### src/rtl/mult_err_pkg.sv
// rtl/mult_err_pkg.sv - shared widths and FSM state type for the multiplier error monitor
// Ports: none (package). Provides N_DEFAULT, width helpers and state_t.
package mult_err_pkg;

  localparam int N_DEFAULT = 8;

  // Product width of two N-bit signed operands.
  function automatic int prod_w(input int n);
    return 2 * n;
  endfunction

  // Difference / abs-difference / pair-count width (one guard bit over a product).
  function automatic int err_w(input int n);
    return 2 * n + 1;
  endfunction

  // Accumulated error width: 2^(2N) pairs times a (2N+1)-bit magnitude.
  function automatic int sum_w(input int n);
    return 4 * n + 1;
  endfunction

  typedef enum logic [1:0] {
    ST_IDLE  = 2'd0,
    ST_SWEEP = 2'd1,
    ST_DRAIN = 2'd2,
    ST_DONE  = 2'd3
  } state_t;

endpackage

### src/rtl/err_abs_diff.sv
// rtl/err_abs_diff.sv - combinational |approx - exact| and inequality flag
// Ports:
//   exact, approx : 2N-bit signed products of the same operand pair
//   abs_diff      : 2N+1-bit unsigned magnitude of approx - exact
//   neq           : high when the two products differ
module err_abs_diff
  import mult_err_pkg::*;
#(
  parameter int N = N_DEFAULT
) (
  input  logic signed [prod_w(N)-1:0] exact,
  input  logic signed [prod_w(N)-1:0] approx,
  output logic        [err_w(N)-1:0]  abs_diff,
  output logic                        neq
);

  localparam int PW = prod_w(N);
  localparam int EW = err_w(N);

  logic signed [EW-1:0] diff;

  // One extra bit keeps the difference of two full-range products exact,
  // and its magnitude (at most 2^(2N)-1) still fits unsigned in EW bits.
  always_comb begin
    diff     = $signed({approx[PW-1], approx}) - $signed({exact[PW-1], exact});
    abs_diff = diff[EW-1] ? $unsigned(-diff) : $unsigned(diff);
    neq      = (approx != exact);
  end

endmodule

### src/rtl/mult_err_monitor.sv
// rtl/mult_err_monitor.sv - exhaustive operand sweep and error statistics for an approximate multiplier
// Ports:
//   i_clk, i_rst             : clock, synchronous active-high reset
//   i_start, i_stall         : begin sweep (IDLE/DONE only), freeze operand issue
//   o_x, o_y, o_valid        : registered signed operand pair and its issue strobe
//   i_prod_exact/approx      : combinational products of o_x*o_y from the two multipliers
//   o_busy, o_done           : SWEEP/DRAIN indicator, DONE level
//   o_err_sum, o_err_cnt     : sum of |approx-exact|, number of differing pairs
//   o_max_err, o_max_exact   : largest |approx-exact|, largest signed exact product
//   o_count                  : number of pairs accumulated
module mult_err_monitor
  import mult_err_pkg::*;
#(
  parameter int N = N_DEFAULT
) (
  input  logic                        i_clk,
  input  logic                        i_rst,
  input  logic                        i_start,
  input  logic                        i_stall,
  output logic signed [N-1:0]         o_x,
  output logic signed [N-1:0]         o_y,
  output logic                        o_valid,
  input  logic signed [prod_w(N)-1:0] i_prod_exact,
  input  logic signed [prod_w(N)-1:0] i_prod_approx,
  output logic                        o_busy,
  output logic                        o_done,
  output logic        [sum_w(N)-1:0]  o_err_sum,
  output logic        [err_w(N)-1:0]  o_err_cnt,
  output logic        [err_w(N)-1:0]  o_max_err,
  output logic signed [prod_w(N)-1:0] o_max_exact,
  output logic        [err_w(N)-1:0]  o_count
);

  localparam int PW = prod_w(N);
  localparam int EW = err_w(N);
  localparam int SW = sum_w(N);

  state_t state, state_nxt;

  logic [PW-1:0] idx;
  logic          drain_cnt;
  logic          last_pair;

  logic [EW-1:0] abs_now;
  logic          neq_now;

  logic                 s1_valid;
  logic [EW-1:0]        s1_abs;
  logic                 s1_neq;
  logic signed [PW-1:0] s1_exact;

  // x is the outer loop (high half of the index), y the inner loop.
  assign o_x = idx[PW-1:N];
  assign o_y = idx[N-1:0];

  assign last_pair = (idx == {PW{1'b1}});

  always_comb begin
    state_nxt = state;
    o_busy    = 1'b0;
    o_done    = 1'b0;
    case (state)
      ST_IDLE: begin
        if (i_start) state_nxt = ST_SWEEP;
      end
      ST_SWEEP: begin
        o_busy = 1'b1;
        if (!i_stall && last_pair) state_nxt = ST_DRAIN;
      end
      ST_DRAIN: begin
        o_busy = 1'b1;
        if (drain_cnt) state_nxt = ST_DONE;
      end
      ST_DONE: begin
        o_done = 1'b1;
        if (i_start) state_nxt = ST_SWEEP;
      end
      default: state_nxt = ST_IDLE;
    endcase
  end

  always_ff @(posedge i_clk) begin
    if (i_rst) state <= ST_IDLE;
    else       state <= state_nxt;
  end

  err_abs_diff #(.N(N)) u_abs (
    .exact    (i_prod_exact),
    .approx   (i_prod_approx),
    .abs_diff (abs_now),
    .neq      (neq_now)
  );

  always_ff @(posedge i_clk) begin
    if (i_rst) begin
      idx         <= '0;
      o_valid     <= 1'b0;
      drain_cnt   <= 1'b0;
      s1_valid    <= 1'b0;
      s1_abs      <= '0;
      s1_neq      <= 1'b0;
      s1_exact    <= '0;
      o_err_sum   <= '0;
      o_err_cnt   <= '0;
      o_max_err   <= '0;
      o_max_exact <= '0;
      o_count     <= '0;
    end else begin
      // Stage 1: capture the products only for a freshly issued pair.
      s1_valid <= o_valid;
      if (o_valid) begin
        s1_abs   <= abs_now;
        s1_neq   <= neq_now;
        s1_exact <= i_prod_exact;
      end

      // Stage 2: accumulate statistics.
      if (s1_valid) begin
        o_err_sum <= o_err_sum + {{(SW-EW){1'b0}}, s1_abs};
        o_err_cnt <= o_err_cnt + {{(EW-1){1'b0}}, s1_neq};
        o_count   <= o_count + EW'(1);
        if (s1_abs > o_max_err)     o_max_err   <= s1_abs;
        if (s1_exact > o_max_exact) o_max_exact <= s1_exact;
      end

      case (state)
        ST_IDLE, ST_DONE: begin
          // Pipeline is empty here, so clearing overrides nothing in flight.
          if (i_start) begin
            idx         <= '0;
            o_valid     <= 1'b1;
            s1_valid    <= 1'b0;
            o_err_sum   <= '0;
            o_err_cnt   <= '0;
            o_max_err   <= '0;
            o_max_exact <= '0;
            o_count     <= '0;
          end
        end
        ST_SWEEP: begin
          // A non-stalled edge retires the current index; after a stall the
          // held pair was already issued, so the next edge moves on.
          if (i_stall) begin
            o_valid <= 1'b0;
          end else if (last_pair) begin
            o_valid   <= 1'b0;
            drain_cnt <= 1'b0;
          end else begin
            idx     <= idx + PW'(1);
            o_valid <= 1'b1;
          end
        end
        ST_DRAIN: begin
          drain_cnt <= 1'b1;
        end
        default: ;
      endcase
    end
  end

endmodule

### config.mk
export PLATFORM = sky130hd
export DESIGN_NAME = mult_err_monitor
export DESIGN_NICKNAME = d
export VERILOG_FILES = /design/src/rtl/mult_err_pkg.sv /design/src/rtl/err_abs_diff.sv /design/src/rtl/mult_err_monitor.sv
export SDC_FILE = /design/constraint.sdc
export NUM_CORES = 1
export LEC_CHECK = 0
export ABC_AREA = 1
export BUFFER_PORTS_ARGS = -buffer_cell sky130_fd_sc_hd__buf_2
export CAP_MARGIN = 20
export CORE_ASPECT_RATIO = 1.25
export CORE_MARGIN = 10
export CORE_UTILIZATION = 58
export DETAILED_ROUTE_END_ITERATION = 6
export GPL_ROUTABILITY_DRIVEN = 0
export PLACE_DENSITY = 0.82
export SLEW_MARGIN = 20
export SYNTH_ARGS = -nofsm -noshare
export SYNTH_HDL_FRONTEND = slang
export SYNTH_SLANG_ARGS = --single-unit
### constraint.sdc
create_clock -name i_clk -period 2.6 [get_ports i_clk]
set_input_delay 0.26 -clock i_clk [delete_from_list [all_inputs] [get_ports i_clk]]
set_output_delay 0.26 -clock i_clk [all_outputs]
set_load 0.05 [all_outputs]
==> results of run 1 <==
## metal layers
metal  global-route usage (%)  up-vias  wire length, um
met5                        0        -                0
met1                     25.2     4342            10200
met2                     40.7      305            12500
li1                         -     4893                -
met4                     11.2        0              954
met3                     5.35       75             1680
## layout make-up
class / count / area (um2)
Sequential cell: 155 / 3110
Tap cell: 216 / 270
Inverter: 193 / 724
Multi-Input combinational cell: 1000 / 5500
Fill cell: 1431 / 5060
Clock inverter: 14 / 138
Clock buffer: 18 / 439
Timing Repair Buffer: 169 / 896
## path summary, 6_finish.rpt
check,depth (start not counted),slack [ns],endpoint
setup reg to reg,14,0.23,o_err_sum[32]
hold reg to reg,2,0.47,o_max_err[0]
hold / removal,3,0.10,s1_exact[9]
setup / recovery,14,0.23,o_err_sum[32]
## power breakdown
group	switching, mW	leakage, nW	internal, mW
Clock	1.06	0.277	1.36
Combinational	2.58	3.76	1.20
Sequential	0.380	1.26	2.73
Total	4.02	5.29	5.29
## placed cells by master, fill, tap and decap left out, drive strengths merged
| cell type | instances |
|---|---|
| a211oi | 3 |
| a21boi | 1 |
| a21o | 4 |
| a21oi | 150 |
| a31o | 1 |
| a31oi | 9 |
| and2 | 3 |
| and3 | 1 |
| buf | 169 |
| bufinv | 1 |
| clkbuf | 18 |
| clkinv | 5 |
| clkinvlp | 3 |
| dfxtp | 155 |
| fa | 2 |
| ha | 75 |
| inv | 198 |
| nand2 | 258 |
| nand3 | 86 |
| nand3b | 6 |
| nand4 | 24 |
| nor2 | 158 |
| nor3 | 35 |
| nor3b | 7 |
| nor4 | 10 |
| o211ai | 13 |
| o21a | 4 |
| o21ai | 108 |
| o21bai | 4 |
| o221ai | 1 |
| o311ai | 1 |
| o31ai | 1 |
| or2 | 7 |
| xnor2 | 12 |
| xor2 | 16 |
## cell families after synthesis
logic type | after synthesis | share of synthesized area [%]
flops | 155 | 32.7
buf+inv | 232 | 9.46
compound gates | 300 | 17.2
fa+ha+maj | 77 | 10.3
xor+xnor | 28 | 2.58
simple gates | 595 | 27.8
## flip-flops by register name, summed over array words and instances (netlist names)
register	count
o_err_sum	33
o_count	17
o_err_cnt	17
o_max_err	17
s1_abs	17
idx	16
o_max_exact	16
s1_exact	16
state	2
drain_cnt	1
o_valid	1
s1_neq	1
s1_valid	1
## worst max-delay path: cells and delay by family (launching register included)
family          cells  cell delay, ns
simple gates       10            0.82
fa+ha+maj           2            0.70
compound gates      2            0.40
flops               1            0.34
## Yosys cell counts, types with 2 or more instances
| cell | number |
|---|---|
| nand4_1 | 24 |
| buf_1 | 6 |
| a21o_1 | 4 |
| o21a_1 | 4 |
| o21ai_2 | 2 |
| nor3b_1 | 6 |
| nand2_1 | 245 |
| nor4_1 | 10 |
| clkbuf_1 | 26 |
| o21ai_1 | 4 |
| a21oi_2 | 4 |
| buf_2 | 4 |
| o21bai_1 | 3 |
| xor2_1 | 16 |
| or2_2 | 4 |
| and2_1 | 3 |
| inv_2 | 2 |
| a31oi_1 | 9 |
| nand3_1 | 81 |
| dfxtp_1 | 155 |
| inv_1 | 191 |
| nor2_2 | 3 |
| nor2_1 | 153 |
| xnor2_1 | 12 |
| or2_0 | 3 |
| a211oi_1 | 3 |
| buf_6 | 3 |
| nand2_2 | 12 |
| ha_1 | 75 |
| nor2_4 | 2 |
| o21ai_0 | 102 |
| o211ai_1 | 13 |
| fa_1 | 2 |
| a21oi_1 | 146 |
| nand3_2 | 5 |
| nor3_1 | 35 |
| nand3b_1 | 6 |
==> metrics, run 1 <==
placed cell areas 10500 um2; clk buf depth 2; most used cell, CP nand2_1; Slew @ Worst Pin 1.02 ns; Required @ worst endpoint 2.92 ns; setup violators final 0; fin cells 1765; Synthesis Warnings 0; pin count of the biggest net entering global routing 74; Mapped Cells roughly 1400; layout cell share with drive strength beyond 1 about 16%; first drt pass iteration count 5; die span in y ~160 um; WP data arrival around 2.7 ns; CTS tree done; Clock Latency Late Sink about 0.43 ns; GR Util All Layers between 20% and 30%; number of library cell types mapped by synthesis between 40 and 50; Die ar. roughly 22000 um2; I/O pins between 150 and 200; Post-Place Worst Slack between 0.02 and 0.03 ns; post-route cell area about 11000 um2; Clock Sinks between 150 and 200; Area Growth Syn to Fin 16.7%; crit path kind register to register; beginning of the worst hold path i_prod_exact[9]; num rows 52; setup_tns 0 ns; ys async rst share 0%; Post-route DRC 0; CTS buffer count 17; CP Capture Type register; H-Tree Depth 4; core box area roughly 16000 um2; maximum capacitance violations 0; slowest stage delay, CP 0.45 ns; Tmin final roughly 2.4 ns; slowest library cell on the worst path fa_1; post-CTS setup buffers 0; first-pass GRT wire length 42200 um; vias in the first global route roughly 9300; HP Class input port to register; dpl cells approximately 1700; FMAX around 0.42 GHz; routed len/inst around 14 um; Crit. Startpoint s1_abs[0]; Worst setup SP type register; Final Hold Viols 0; chip width ~130 um; number of flops mapped to enable cells by yosys 0; DP HPWL 19500 um; Syn Nets 1500; period utilization between 90% and 100%; Util after Layout ~69%; leading area contributor after synthesis dfxtp_1; hold slack final roughly 0.1 ns; Syn Area/Cell around 7 um2; worst relative slew slack 32.0%; Lkg Pwr about 5.3 nW; synthesized flop and latch total 155; post-synthesis sequential area ratio 32.7%; Power Dens Cells between 800 and 900 nW/um2; nets@finish about 1600; Synth Flop Type dfxtp_1; CP max FO 6; Slew Viols, Final 0; CTS Hold Bufs 0; IO Port Bufs between 150 and 200; total number of vias roughly 9600; Clock Skew between 0.008 and 0.009 ns; initial antenna violation count 0; Vias/cell about 5.4; Worst Slack Setup Final 0.230 ns; RSZ-0062 raised after global routing false; Initial Util approximately 60%; GR Overflow Total 0; ANT cells 0; crit path cell chain ha_1, fa_1, nand3_1, nand2_1, a21boi_1, o21ai_2, nand3_1, nand2_1, nand2_1, nand2_2, nand2_1, nand2_1, nand2_1, nor2_1; largest cells by area after synthesis dfxtp_1 (33%), ha_1 (9.9%), nand2_1 (9.7%), a21oi_1 (7.7%), inv_1 (7.6%); post-CTS sizing 0; Post-DRT Antenna Nets 0; Mapped Area between 9000 and 10000 um2; Worst VDD drop roughly 0.50 mV; reg-to-reg startpoint s1_abs[0]; CTS root buf clkbuf_16; violation count after the first detailed-route iteration roughly 580; Total Power approximately 9.3 mW; status finished clean; Yosys top cell area share around 33%; Clk pin slew, worst setup/hold paths 0.07 ns; routed wire length about 25000 um
(Power assumes the default switching activity.)
==> run 2, diff against run 1 <==
--- a/config.mk
+++ b/config.mk
@@ -6,14 +6,14 @@
 export NUM_CORES = 1
 export LEC_CHECK = 0
 export ABC_AREA = 1
-export BUFFER_PORTS_ARGS = -buffer_cell sky130_fd_sc_hd__buf_2
 export CAP_MARGIN = 20
 export CORE_ASPECT_RATIO = 1.25
 export CORE_MARGIN = 10
-export CORE_UTILIZATION = 58
+export CORE_UTILIZATION = 65
 export DETAILED_ROUTE_END_ITERATION = 6
+export DONT_BUFFER_PORTS = 1
 export GPL_ROUTABILITY_DRIVEN = 0
-export PLACE_DENSITY = 0.82
+export PLACE_DENSITY = 0.81
 export SLEW_MARGIN = 20
 export SYNTH_ARGS = -nofsm -noshare
 export SYNTH_HDL_FRONTEND = slang
==> metrics, run 2 (synthesis results as in run 1) <==
violation count after the first detailed-route iteration 691; worst relative slew slack between 30% and 40%; commonest non-fill, non-tap cell in the layout nand2_1; I/O pins between 150 and 200; WP data arrival between 2 and 3 ns; cell family with most CP delay buffers and inverters; status finished, violations left; nets@finish 1595; RSZ-0062 raised after global routing false; maximum capacitance violations 0; post-CTS setup buffers 0; Clock Skew roughly 0.0096 ns; core box area roughly 14000 um2; first-pass GRT wire length around 43000 um; vias in the first global route between 8000 and 9000; Vias/cell around 5.7; setup violators final 0; Die ar. between 15000 and 20000 um2; CTS buffer count 17; crit path kind input port to register; initial antenna violation count 1; die span in y 155 um; chip width around 130 um; Tmin final ~2.3 ns; Power Dens Cells 858 nW/um2; Worst setup SP type input port; Post-DRT Antenna Nets 0; Slew Viols, Final 0; Initial Util around 66%; first drt pass iteration count 7; Top reg by flops o_err_sum; crit path cell chain dlygate4sd3_1, inv_1, ha_1, a21oi_1, o21ai_0, nor2_1, nand2_1, nand2_1, nand2_2, buf_4, o21ai_0, nand2_1, o21ai_0, inv_1; layout cell share with drive strength beyond 1 about an eighth; setup_tns 0 ns; most frequent cells in the layout nand2_1 (245), inv_1 (191), nor2_1 (153), dfxtp_1 (153), a21oi_1 (145); Required @ worst endpoint between 2 and 3 ns; slowest library cell on the worst path dlygate4sd3_1; CP Capture Type register; clk buf depth 2; routed wire length 25700 um; Lkg Pwr 5.03 nW; DP HPWL about 19000 um; routed len/inst roughly 15 um; failing checks DRC; Slew @ Worst Pin ~1 ns; H-Tree Depth 4; pin count of the biggest net entering global routing between 70 and 80; IO Port Bufs 0; Post-route DRC 2; Clock Sinks roughly 160; Post-Place Worst Slack 0.184 ns; period utilization just under 90%; FMAX around 0.43 GHz; CP max FO 10; Worst VDD drop approximately 0.68 mV; CTS tree done; GR Util All Layers 25.5%; # fillers between 1000 and 1500; total number of vias between 9000 and 10000; Clock Latency Late Sink between 0.4 and 0.5 ns; Clk pin slew, worst setup/hold paths 0.07 ns; Final Hold Viols 0; max reg flops 33; Area Growth Syn to Fin 16.1%; Worst Slack Setup Final 0.296 ns; Crit path buffers/inverters 4; GR Overflow Total 0; num rows 49; slowest stage delay, CP about 0.53 ns; HP Class input port to register; CTS root buf clkbuf_16
==> run 2: final timing paths <==
path                    startpoint        endpoint  slack [ns]  cells after the start
setup / recovery  i_prod_exact[15]       s1_abs[9]        0.30                     14
setup reg to reg         s1_abs[0]   o_err_sum[24]        0.30                     14
hold / removal     i_prod_exact[1]     s1_exact[1]       0.009                      2
hold reg to reg     o_max_exact[8]  o_max_exact[8]        0.48                      2
==> run 2: per-layer routing <==
| layer | global-route usage [%] | vias to the layer above | routed length [um] |
|---|---|---|---|
| li1 | - | 4801 | - |
| met1 | 28.0 | 4357 | 10000 |
| met2 | 45.3 | 323 | 13100 |
| met3 | 6.73 | 63 | 1860 |
| met4 | 10.3 | 0 | 740 |
| met5 | 0 | - | 0 |
==> run 2: report_power, final <==
group	leakage, nW	internal (mW)	total (mW)	switching (mW)
clock	0.269	1.35	2.45	1.09
sequential	1.26	2.73	3.09	0.364
combinational	3.50	1.27	3.92	2.65
total	5.03	5.35	9.46	4.10
==> run 2: cell type report <==
| class | count | area [um2] | area share, % |
|---|---|---|---|
| clock buffers | 17 | 425 | 3.86 |
| multi-input cells | 1000 | 5500 | 49.9 |
| repair buffers | 115 | 888 | 8.06 |
| flip-flops and latches | 155 | 3110 | 28.2 |
| well taps | 178 | 223 | 2.02 |
| inverters | 193 | 724 | 6.57 |
| clock inverters | 15 | 154 | 1.40 |
| diodes | 1 | 2.50 | 0.0227 |
==> run 2: stage by stage <==
step           power (mW)  hold slack [ns]  util, %  area (um2)  instances
2_1_floorplan        5.95            0.418        -        9490       1387
3_3_place_gp         6.84            0.330     72.5       10400       1636
3_5_place_dp         6.96            0.331     72.5       10400       1636
4_1_cts              9.43        0.0000952     76.8       11000       1673
5_1_grt              10.1          0.00445     76.9       11000       1674
6_report             9.46          0.00878     76.9       11000       1674
==> run 2: worst register-to-register path, stage by stage (launching register included) <==
cell      delay, ns
dfxtp_1        0.34
ha_1           0.24
fa_1           0.44
nand3_1        0.10
nand2_1        0.09
a21boi_1       0.25
o21ai_2        0.13
nand3_1        0.09
nand2_1        0.08
nand2_1        0.08
nand2_2        0.10
nand3_1        0.10
nand2_1        0.06
nand2_1        0.05
nor2_1         0.04
==> run 2: what timing repair did <==
item                                    4_1_cts  5_1_grt
gates resized for setup                       0        1
hold buffers                                  5        0
endpoints found under the hold margin        21        0
endpoints found under the setup margin        0        1
